$ cat config.mk
export PLATFORM = sky130hd
export DESIGN_NAME = round_manager
export DESIGN_NICKNAME = d
export VERILOG_FILES = /design/src/rtl/round_pkg.sv /design/src/rtl/round_clock.sv /design/src/rtl/round_manager.sv
export SDC_FILE = /design/constraint.sdc
export NUM_CORES = 1
export LEC_CHECK = 0
export CAP_MARGIN = 20
export CORE_MARGIN = 2
export CORE_UTILIZATION = 31
export CTS_BUF_LIST = sky130_fd_sc_hd__clkbuf_2
export DETAILED_ROUTE_END_ITERATION = 8
export DONT_BUFFER_PORTS = 1
export GPL_TIMING_DRIVEN = 0
export PLACE_DENSITY = 0.53
export SETUP_SLACK_MARGIN = 0.02
export SLEW_MARGIN = 20
export SYNTH_ARGS = -nofsm -noshare
export SYNTH_HDL_FRONTEND = slang
export SYNTH_SLANG_ARGS = --single-unit
$ cat constraint.sdc
create_clock -name clk -period 4.7 [get_ports clk]
set_input_delay 0.94 -clock clk [delete_from_list [all_inputs] [get_ports clk]]
set_output_delay 0.94 -clock clk [all_outputs]
set_load 0.1 [all_outputs]
$ cat src/rtl/round_pkg.sv
// Shared types, codes and counter widths for the match/round sequencer.
package round_pkg;

   localparam int unsigned CNT_W   = 8;   // intro / KO-hold tick counter
   localparam int unsigned SUB_W   = 5;   // ticks within one displayed second
   localparam int unsigned TIMER_W = 7;   // round clock, 0..99 s
   localparam int unsigned ROUND_W = 3;
   localparam int unsigned WINS_W  = 2;

   typedef enum logic [2:0] {
      ST_IDLE       = 3'd0,
      ST_INTRO      = 3'd1,
      ST_FIGHT      = 3'd2,
      ST_KO         = 3'd3,
      ST_MATCH_OVER = 3'd4
   } state_e;

   typedef enum logic [1:0] {
      WIN_NONE = 2'b00,
      WIN_P1   = 2'b01,
      WIN_P2   = 2'b10,
      WIN_DRAW = 2'b11
   } winner_e;

   // Intro digit: ceil(remaining / tps) clamped to 1..3, without a divider.
   function automatic logic [1:0] intro_digit(input int unsigned remaining,
                                              input int unsigned tps);
      if (remaining > 2 * tps) return 2'd3;
      else if (remaining > tps) return 2'd2;
      else return 2'd1;
   endfunction

endpackage

$ cat src/rtl/round_clock.sv
// Round clock: per-second tick sub-counter and the seconds down-counter.
module round_clock
   import round_pkg::*;
#(
   parameter int unsigned TICKS_PER_SEC = 20,
   parameter int unsigned ROUND_TIME_S  = 60
) (
   input  logic               clk,
   input  logic               rst_n,
   input  logic               load_i,
   input  logic               enable_i,
   output logic [TIMER_W-1:0] timer_sec_o,
   output logic               time_up_o
);

   localparam logic [SUB_W-1:0]   SUB_LAST   = SUB_W'(TICKS_PER_SEC - 1);
   localparam logic [TIMER_W-1:0] TIME_START = TIMER_W'(ROUND_TIME_S);

   logic [SUB_W-1:0]   sub_q, sub_d;
   logic [TIMER_W-1:0] timer_q, timer_d;
   logic               time_up_q, time_up_d;

   // time_up pulses on the same edge that timer_sec lands on 0.
   always_comb begin
      sub_d     = sub_q;
      timer_d   = timer_q;
      time_up_d = 1'b0;
      if (load_i) begin
         sub_d   = '0;
         timer_d = TIME_START;
      end else if (enable_i) begin
         if (sub_q == SUB_LAST) begin
            sub_d = '0;
            if (timer_q != '0) begin
               timer_d   = timer_q - TIMER_W'(1);
               time_up_d = (timer_q == TIMER_W'(1));
            end
         end else begin
            sub_d = sub_q + SUB_W'(1);
         end
      end
   end

   always_ff @(posedge clk or negedge rst_n) begin
      if (!rst_n) begin
         sub_q     <= '0;
         timer_q   <= TIME_START;
         time_up_q <= 1'b0;
      end else begin
         sub_q     <= sub_d;
         timer_q   <= timer_d;
         time_up_q <= time_up_d;
      end
   end

   assign timer_sec_o = timer_q;
   assign time_up_o   = time_up_q;

endmodule

$ cat src/rtl/round_manager.sv
// Match/round sequencer: intro countdown, timed fight, KO/time-up decision,
// best-of-N tally, freeze gate and round-reset request.
module round_manager
   import round_pkg::*;
#(
   parameter int unsigned TICKS_PER_SEC = 20,
   parameter int unsigned ROUND_TIME_S  = 60,
   parameter int unsigned INTRO_TICKS   = 60,
   parameter int unsigned KO_HOLD_TICKS = 40,
   parameter int unsigned ROUNDS_TO_WIN = 2,
   parameter int unsigned MAX_ROUNDS    = 5,
   parameter int unsigned HEALTH_W      = 9
) (
   input  logic                clk,
   input  logic                reset,
   input  logic                tick,
   input  logic [HEALTH_W-1:0] health_1,
   input  logic [HEALTH_W-1:0] health_2,
   input  logic                start_btn,
   output logic                freeze,
   output logic                round_reset,
   output logic [2:0]          state,
   output logic [2:0]          round_no,
   output logic [1:0]          wins_1,
   output logic [1:0]          wins_2,
   output logic [6:0]          timer_sec,
   output logic [1:0]          countdown,
   output logic [1:0]          round_winner,
   output logic [1:0]          match_winner
);

   localparam logic [CNT_W-1:0]   INTRO_LAST  = CNT_W'(INTRO_TICKS - 1);
   localparam logic [CNT_W-1:0]   KO_LAST     = CNT_W'(KO_HOLD_TICKS - 1);
   localparam logic [WINS_W-1:0]  WINS_MAX    = WINS_W'(ROUNDS_TO_WIN);
   localparam logic [ROUND_W-1:0] ROUND_LAST  = ROUND_W'(MAX_ROUNDS);
   localparam logic [1:0]         DIGIT_START = intro_digit(INTRO_TICKS, TICKS_PER_SEC);

   state_e              state_q, state_d;
   logic [CNT_W-1:0]    cnt_q, cnt_d;
   logic [ROUND_W-1:0]  round_no_q, round_no_d;
   logic [WINS_W-1:0]   wins_1_q, wins_1_d, wins_2_q, wins_2_d;
   logic [1:0]          countdown_q, countdown_d;
   winner_e             round_winner_q, round_winner_d;
   winner_e             match_winner_q, match_winner_d;
   logic                freeze_q, freeze_d;
   logic                round_reset_q, round_reset_d;
   logic                sync1_q, sync2_q, start_prev_q;

   logic                start_rise_c, enter_intro_c, clk_load_c, clk_en_c;
   logic                time_up_c, ko_c;
   winner_e             decide_c;

   assign start_rise_c = sync2_q & ~start_prev_q;
   assign ko_c         = (health_1 == '0) || (health_2 == '0);

   // KO rules first; otherwise the healthier player takes a time-up round.
   always_comb begin
      decide_c = WIN_DRAW;
      if ((health_1 == '0) && (health_2 == '0)) decide_c = WIN_DRAW;
      else if (health_2 == '0)                  decide_c = WIN_P1;
      else if (health_1 == '0)                  decide_c = WIN_P2;
      else if (health_1 > health_2)             decide_c = WIN_P1;
      else if (health_2 > health_1)             decide_c = WIN_P2;
   end

   always_comb begin
      state_d        = state_q;
      cnt_d          = cnt_q;
      round_no_d     = round_no_q;
      wins_1_d       = wins_1_q;
      wins_2_d       = wins_2_q;
      countdown_d    = countdown_q;
      round_winner_d = round_winner_q;
      match_winner_d = match_winner_q;
      round_reset_d  = round_reset_q && !tick;
      enter_intro_c  = 1'b0;
      clk_load_c     = 1'b0;
      clk_en_c       = 1'b0;

      case (state_q)
         ST_IDLE, ST_MATCH_OVER: begin
            if (start_rise_c) begin
               enter_intro_c  = 1'b1;
               wins_1_d       = '0;
               wins_2_d       = '0;
               round_no_d     = ROUND_W'(1);
               round_winner_d = WIN_NONE;
               match_winner_d = WIN_NONE;
            end
         end
         ST_INTRO: begin
            if (tick) begin
               if (cnt_q == INTRO_LAST) begin
                  state_d     = ST_FIGHT;
                  cnt_d       = '0;
                  countdown_d = 2'd0;
                  clk_load_c  = 1'b1;
               end else begin
                  cnt_d       = cnt_q + CNT_W'(1);
                  countdown_d = intro_digit(INTRO_TICKS - 32'(cnt_q) - 1, TICKS_PER_SEC);
               end
            end
         end
         ST_FIGHT: begin
            clk_en_c = tick;
            if (ko_c || time_up_c) begin
               state_d        = ST_KO;
               cnt_d          = '0;
               round_winner_d = decide_c;
               if (decide_c == WIN_P1 && wins_1_q != WINS_MAX) wins_1_d = wins_1_q + WINS_W'(1);
               if (decide_c == WIN_P2 && wins_2_q != WINS_MAX) wins_2_d = wins_2_q + WINS_W'(1);
            end
         end
         ST_KO: begin
            if (tick) begin
               if (cnt_q != KO_LAST) begin
                  cnt_d = cnt_q + CNT_W'(1);
               end else if (wins_1_q == WINS_MAX) begin
                  state_d        = ST_MATCH_OVER;
                  match_winner_d = WIN_P1;
               end else if (wins_2_q == WINS_MAX) begin
                  state_d        = ST_MATCH_OVER;
                  match_winner_d = WIN_P2;
               end else if (round_no_q == ROUND_LAST) begin
                  state_d        = ST_MATCH_OVER;
                  match_winner_d = (wins_1_q > wins_2_q) ? WIN_P1 :
                                   (wins_2_q > wins_1_q) ? WIN_P2 : WIN_DRAW;
               end else begin
                  enter_intro_c  = 1'b1;
                  round_no_d     = round_no_q + ROUND_W'(1);
                  round_winner_d = WIN_NONE;
               end
            end
         end
         default: state_d = ST_IDLE;
      endcase

      // Every INTRO entry restarts the countdown and raises round_reset.
      if (enter_intro_c) begin
         state_d       = ST_INTRO;
         cnt_d         = '0;
         countdown_d   = DIGIT_START;
         round_reset_d = 1'b1;
      end

      freeze_d = (state_d != ST_FIGHT);
   end

   always_ff @(posedge clk or negedge reset) begin
      if (!reset) begin
         state_q        <= ST_IDLE;
         cnt_q          <= '0;
         round_no_q     <= ROUND_W'(1);
         wins_1_q       <= '0;
         wins_2_q       <= '0;
         countdown_q    <= 2'd0;
         round_winner_q <= WIN_NONE;
         match_winner_q <= WIN_NONE;
         freeze_q       <= 1'b1;
         round_reset_q  <= 1'b0;
         sync1_q        <= 1'b0;
         sync2_q        <= 1'b0;
         start_prev_q   <= 1'b0;
      end else begin
         state_q        <= state_d;
         cnt_q          <= cnt_d;
         round_no_q     <= round_no_d;
         wins_1_q       <= wins_1_d;
         wins_2_q       <= wins_2_d;
         countdown_q    <= countdown_d;
         round_winner_q <= round_winner_d;
         match_winner_q <= match_winner_d;
         freeze_q       <= freeze_d;
         round_reset_q  <= round_reset_d;
         sync1_q        <= start_btn;
         sync2_q        <= sync1_q;
         start_prev_q   <= sync2_q;
      end
   end

   round_clock #(
      .TICKS_PER_SEC (TICKS_PER_SEC),
      .ROUND_TIME_S  (ROUND_TIME_S)
   ) u_round_clock (
      .clk         (clk),
      .rst_n       (reset),
      .load_i      (clk_load_c),
      .enable_i    (clk_en_c),
      .timer_sec_o (timer_sec),
      .time_up_o   (time_up_c)
   );

   assign state        = state_q;
   assign round_no     = round_no_q;
   assign wins_1       = wins_1_q;
   assign wins_2       = wins_2_q;
   assign countdown    = countdown_q;
   assign round_winner = round_winner_q;
   assign match_winner = match_winner_q;
   assign freeze       = freeze_q;
   assign round_reset  = round_reset_q;

endmodule

==> metrics.md, run 1 <==
| Metric | Value |
|---|---|
| Fraction of layout cells with a size suffix above 1 | `8.58%` |
| Syn Area/Cell | `8.78 um^2` |
| Sinks on Clock Net | `42` |
| Setup crit start kind | `flip-flop` |
| Setup WS pre-CTS | `1210 ps` |
| Clock skew | `25.9 ps` |
| TritonCTS clock tree | `yes` |
| Gate Count Post-Synth | `330` |
| EDFF count, synth | `0` |
| Global route overflow | `0` |
| Core ar. | `9150 um^2` |
| Hold/Removal Path Class | `input pin to asynchronous set/reset pin` |
| Slew Viols, Final | `0` |
| Worst Path Arrival | `3830 ps` |
| Tcrit/Tclk final | `74.3%` |
| Fin cells | `449` |
| Initial drt markers | `99` |
| P&R area growth vs syn | `6.18%` |
| Final Hold Vio Count | `0` |
| DP HPWL | `5090 um` |
| Post-DRT Antenna Nets | `0` |
| Post-CTS Resized | `0` |
| Die width | `101 um` |
| Yosys reg bits | `42` |
| Overall power | `1430 uW` |
| Slew HR | `30.5%` |
| Global-route wire length before repair | `11,000 um` |
| Tot GR Track Use | `13.6%` |
| Count leader, synth | `dfrtp_1` |
| Crit Path Max Fanout | `7` |
| Die area | `10,100 um^2` |
| FFs w/ async S/R, synth | `100%` |
| Antenna cells | `0` |
| Peak supply drop | `415 uV` |
| Number of global-route vias before repair | `2,325` |
| Via count | `2,365` |
| Synth warn | `0` |
| Ports | `47` |
| Synth Flop Type | `dfrtp_1` |
| Top cell type's share of synthesized area | `31.1%` |
| Leakage | `0.00135 uW` |
| WL/cell | `14.7 um` |
| Finish-stage setup viols | `0` |
| Routed WL | `6600 um` |
| Via density | `5.27` |
| Maximum number of pins on one net before global-route repair | `43` |
| I/O Buffers | `0` |
| Synth area leader | `dfrtp_1` |
| Critical path capture point type | `flip-flop` |
| Hold Buf Count CTS | `0` |
| Root Driver | `clkbuf_2` |
| Core Rows | `35` |
| Commonest cells post-synth | `36 x dfrtp_1, 31 x nor2_1, 27 x nand2_1` |
| CTS H-tree depth | `2` |
| P per Cell Area | `465 nW/um^2` |
| Final nets | `381` |
| DR pass1 iterations | `4` |
| Netlist Area Pre-Place | `2900 um^2` |
| Status | `complete, no violations` |
| Largest cells by area after synthesis | `dfrtp_1 31%, ha_1 9.5%, dfstp_2 5.4%, nor2_1 4.0%, a21oi_1 3.8%` |
| Placed Cells | `441` |
| Final min period | `3490 ps` |
| Worst-margin pin slew | `1040 ps` |
| RSZ-0062 raised after global routing | `false` |
| Net Count, Synth | `374` |
| Initial antenna violation count | `0` |
| Post-route setup TNS | `0 ps` |
| Clock Tree Buf Depth | `2` |
| Post-route DRC | `0` |
| Crit Path Class | `flip-flop to flip-flop` |
| CTS Buf Count | `5` |
| Number of setup buffers added after CTS | `0` |
| Clock Latency Late Sink | `420 ps` |
| Setup WS post-layout | `1210 ps` |
| Gpl congestion | `0.821` |
| Req. time, crit path | `5040 ps` |
| Yosys cell types | `55` |
| Die height | `101 um` |
| Initial core utilization | `31.6%` |
| Max cap viols | `0` |
| Clk slew on worst S/H paths | `230 ps` |
| Peak Freq | `286 MHz` |
| Seq/Total Area, Yosys | `36.5%` |
==> report_power, final <==
| group | total (uW) | switching, uW | internal (uW) |
|---|---|---|---|
| logic | 560 | 323 | 237 |
| registers | 715 | 293 | 422 |
| clock network | 154 | 118 | 36.6 |
| total | 1430 | 734 | 695 |
==> critical path, stage by stage (launching register included) <==
cell      delay, ps
dfrtp_1         980
inv_1           230
ha_1            340
a211oi_1        650
nand2_1         200
nor2_1          150
nor2_1          150
a21bo_4         290
or3_1           300
a21oi_1         140
==> sequential cells by signal, indices dropped and copies added (netlist names), 2 cells and up <==
signal,count
cnt_q,8
round_winner,2
match_winner,2
wins_1,2
wins_2,2
u_round_clock.sub_q,5
state,3
countdown,2
u_round_clock.timer_sec_o,7
round_no,3
==> stage by stage <==
step	area (um^2)	utilization, %	hold WS (ps)
finish	3080	33.6	173
detailed placement	3040	33.2	340
floorplan	2900	-	331
CTS	3070	33.6	161
global placement	3040	33.2	340
global route	3080	33.6	127
==> layer usage <==
metal  vias to the layer above  wire length, um  global-route usage (%)
met1                      1104             3080                    18.2
met2                        70             3040                    22.1
met3                         8              424                    3.33
met5                         -                0                       0
met4                         0               57                    3.48
li1                       1183                -                       -
==> layout make-up <==
| cell class | count | area (um^2) |
|---|---|---|
| Fill cell | 966 | 6080 |
| Multi-Input combinational cell | 248 | 1680 |
| Sequential cell | 42 | 1060 |
| Tap cell | 111 | 139 |
| Inverter | 26 | 97.6 |
| Buffer | 14 | 60.1 |
| Clock buffer | 6 | 30.0 |
| Clock inverter | 2 | 8.76 |
==> final timing paths <==
check / cells past startpoint / startpoint / end / slack (ps)
setup / recovery: 9 / wins_2[0] / cnt_q[6] / 1210
hold / removal: 0 / reset / match_winner[1] / 170
setup reg to reg: 9 / wins_2[0] / cnt_q[6] / 1210
hold reg to reg: 0 / sync1_q / sync2_q / 380
max in group asynchronous: 0 / reset / freeze / 4320
min in group clk: 0 / sync1_q / sync2_q / 380
==> cell families (layout without fill, tap and decap cells) <==
kind of cell	count (synthesis)	count (layout)	share of synthesized area (%)
adder cells (fa/ha/maj)	22	22	9.50
XOR/XNOR	18	18	5.44
flip-flops	42	42	36.5
AND/OR/NAND/NOR	124	124	23.5
multiplexers	6	6	2.12
AO/OA/AOI/OAI	78	78	17.5
buffers and inverters	40	48	5.44
==> placed cells by master, fill, tap and decap left out, types with 6 or more instances in the layout <==
| cell | instances |
|---|---|
| dfstp_2 | 6 |
| o21ai_0 | 15 |
| nand2b_1 | 6 |
| clkbuf_2 | 6 |
| ha_1 | 22 |
| nor3_1 | 13 |
| xnor2_1 | 10 |
| clkbuf_1 | 9 |
| xor2_1 | 8 |
| nand2_1 | 27 |
| a21oi_1 | 22 |
| nor2_1 | 31 |
| inv_1 | 25 |
| dfrtp_1 | 35 |
| nand3_1 | 9 |
(Power assumes the default switching activity.)
==> inputs of run 2 (changes only) <==
- clock period: 4.7 -> 3.5 ns (I/O delays scaled with it)
==> run 2 against run 1 <==
Compared with the run above:
- combinational power increased by 37%
- sequential power grew 35%
- clock power is 35% higher
==> metrics.md, run 2 (synthesis gave the netlist of run 1 again) <==
| Metric | Value |
|---|---|
| P&R area growth vs syn | `7.17%` |
| Peak Freq | `316 MHz` |
| TritonCTS clock tree | `yes` |
| Fin cells | `450` |
| GR peak layer | `met2` |
| Reg2Reg Setup Slack | `330 ps` |
| GR Layer Usage met1 | `18.4%` |
| Clock Tree Buf Depth | `2` |
| Initial drt markers | `112` |
| Max reg flops | `8` |
| Core ar. | `9150 um^2` |
| Design area | `3100 um^2` |
| Slew HR | `30.5%` |
| Worst Path Arrival | `3520 ps` |
| Crit Path Class | `flip-flop to flip-flop` |
| DP HPWL | `5090 um` |
| GR Util met2 | `22.5%` |
| DR pass1 iterations | `4` |
| Antenna cells | `0` |
| Sinks on Clock Net | `42` |
| Tcrit/Tclk final | `90.5%` |
| Req. time, crit path | `3860 ps` |
| Die width | `101 um` |
| Final min period | `3170 ps` |
| Die area | `10,100 um^2` |
| Clock Latency Late Sink | `410 ps` |
| Number of setup buffers added after CTS | `0` |
| Post-route DRC | `0` |
| Finish-stage setup viols | `0` |
| Clock skew | `24.5 ps` |
| R2R Path End | `u_round_clock.timer_sec_o[5]` |
| Setup crit start kind | `flip-flop` |
| RSZ-0062 raised after global routing | `false` |
| Core Rows | `35` |
| Ports | `47` |
| Global route overflow | `0` |
| Most frequent cells in the layout | `32 x dfrtp_1, 31 x nor2_1, 27 x nand2_1, 25 x inv_1` |
| Area occupied by multi-input gates | `1690 um^2` |
| FF/Latch Area | `1060 um^2` |
| Maximum number of pins on one net before global-route repair | `37` |
| P per Cell Area | `625 nW/um^2` |
| Via density | `5.29` |
| Initial core utilization | `31.6%` |
| Initial antenna violation count | `0` |
| WL/cell | `15.0 um` |
| Root Driver | `clkbuf_2` |
| Clk slew on worst S/H paths | `220 ps` |
| CTS H-tree depth | `2` |
| Placed Cells | `441` |
| FILL cells | `963` |
| Number of global-route vias before repair | `2,324` |
| Met3 Use GR | `3.33%` |
| Setup WS pre-CTS | `6.21 ps` |
| Largest Register | `cnt_q` |
| Reg2Reg Depth | `7` |
| Dpl cell area | `3040 um^2` |
| Gpl congestion | `0.821` |
| Slew Viols, Final | `0` |
| Hold slack | `78.3 ps` |
| Via count | `2,380` |
| Post-DRT Antenna Nets | `0` |
| Crit Reg-Reg Startpoint | `state[1]` |
| Peak supply drop | `557 uV` |
| Fraction of layout cells with a size suffix above 1 | `10.0%` |
| Routed WL | `6730 um` |
| Max cap viols | `0` |
| Worst-margin pin slew | `1040 ps` |
| Status | `complete, no violations` |
| CTS Buf Count | `5` |
| I/O Buffers | `0` |
| Final Hold Vio Count | `0` |
| Final nets | `382` |
| Leakage | `0.00136 uW` |
| Hold/Removal Path Class | `input pin to asynchronous set/reset pin` |
| Critical path capture point type | `flip-flop` |
| Crit Path Max Fanout | `9` |
| Most common cell after layout, fill and taps aside | `dfrtp_1` |
| Die height | `101 um` |
| Setup WS post-layout | `333 ps` |
| Global-route wire length before repair | `11,100 um` |
| Post-route setup TNS | `0 ps` |
| Tot GR Track Use | `13.8%` |
run 2: cell count changes in the layout (fill, tap and decap cells not counted):
| cell | previous run | this run |
|---|---|---|
| dfrtp_2 | 1 | 4 |
| a211oi_1 | 5 | 4 |
| buf_12 | 0 | 1 |
| dfrtp_1 | 35 | 32 |
| a211oi_2 | 0 | 1 |
run 2: stage by stage:
stage | total power (uW) | utilization, %
6_report | 1940 | 33.9
5_1_grt | 2090 | 33.9
4_1_cts | 1950 | 33.8
3_5_place_dp | 1720 | 33.2
3_3_place_gp | 1710 | 33.2
2_1_floorplan | 1570 | -
run 2: how the worst max path moves through the flow:
stage / start / to / slack (ps) / depth (start not counted)
2_1_floorplan: wins_2[0] / cnt_q[4] / 450 / 9
3_3_place_gp: wins_2[0] / cnt_q[4] / 30 / 9
3_5_place_dp: wins_2[0] / round_no[2] / 6 / 10
4_1_cts: wins_1[0] / round_no[2] / 70 / 10
5_1_grt: state[1] / u_round_clock.timer_sec_o[5] / 30 / 7
6_report: state[1] / u_round_clock.timer_sec_o[5] / 330 / 7
run 2: report_power, final:
part	switching (uW)	internal (uW)	total, uW
sequential	394	569	963
clock	159	49.1	208
combinational	446	324	769
total	998	942	1940
run 2: what timing repair did:
item | CTS | global route
hold endpoints to repair | 36 | 0
gates resized for setup | 1 | 3
hold buffers | 1 | 0
setup endpoints to repair | 3 | 10
run 2: layer usage:
metal	share of wire [%]	up-vias	routed length (um)
li1	-	1184	-
met1	47	1122	3160
met2	46	66	3110
met3	6.0	8	403
met4	0.85	0	57
met5	0	-	0
run 2: cell type report:
type	count	share of cell area [%]
plain buffers	14	1.93
flip-flops and latches	42	34.3
multi-input cells	248	54.3
repair buffers	1	0.645
clock inverters	2	0.282
clock buffers	6	0.967
well taps	111	4.47
inverters	26	3.14
run 2: critical path, cell delays in order (launching register included):
cell and delay [ps]:
dfrtp_1 1000, buf_2 340, nor3b_2 560, nand3_1 160, a21oi_1 380, nor4b_2 410, a21oi_1 130, o21ai_1 150
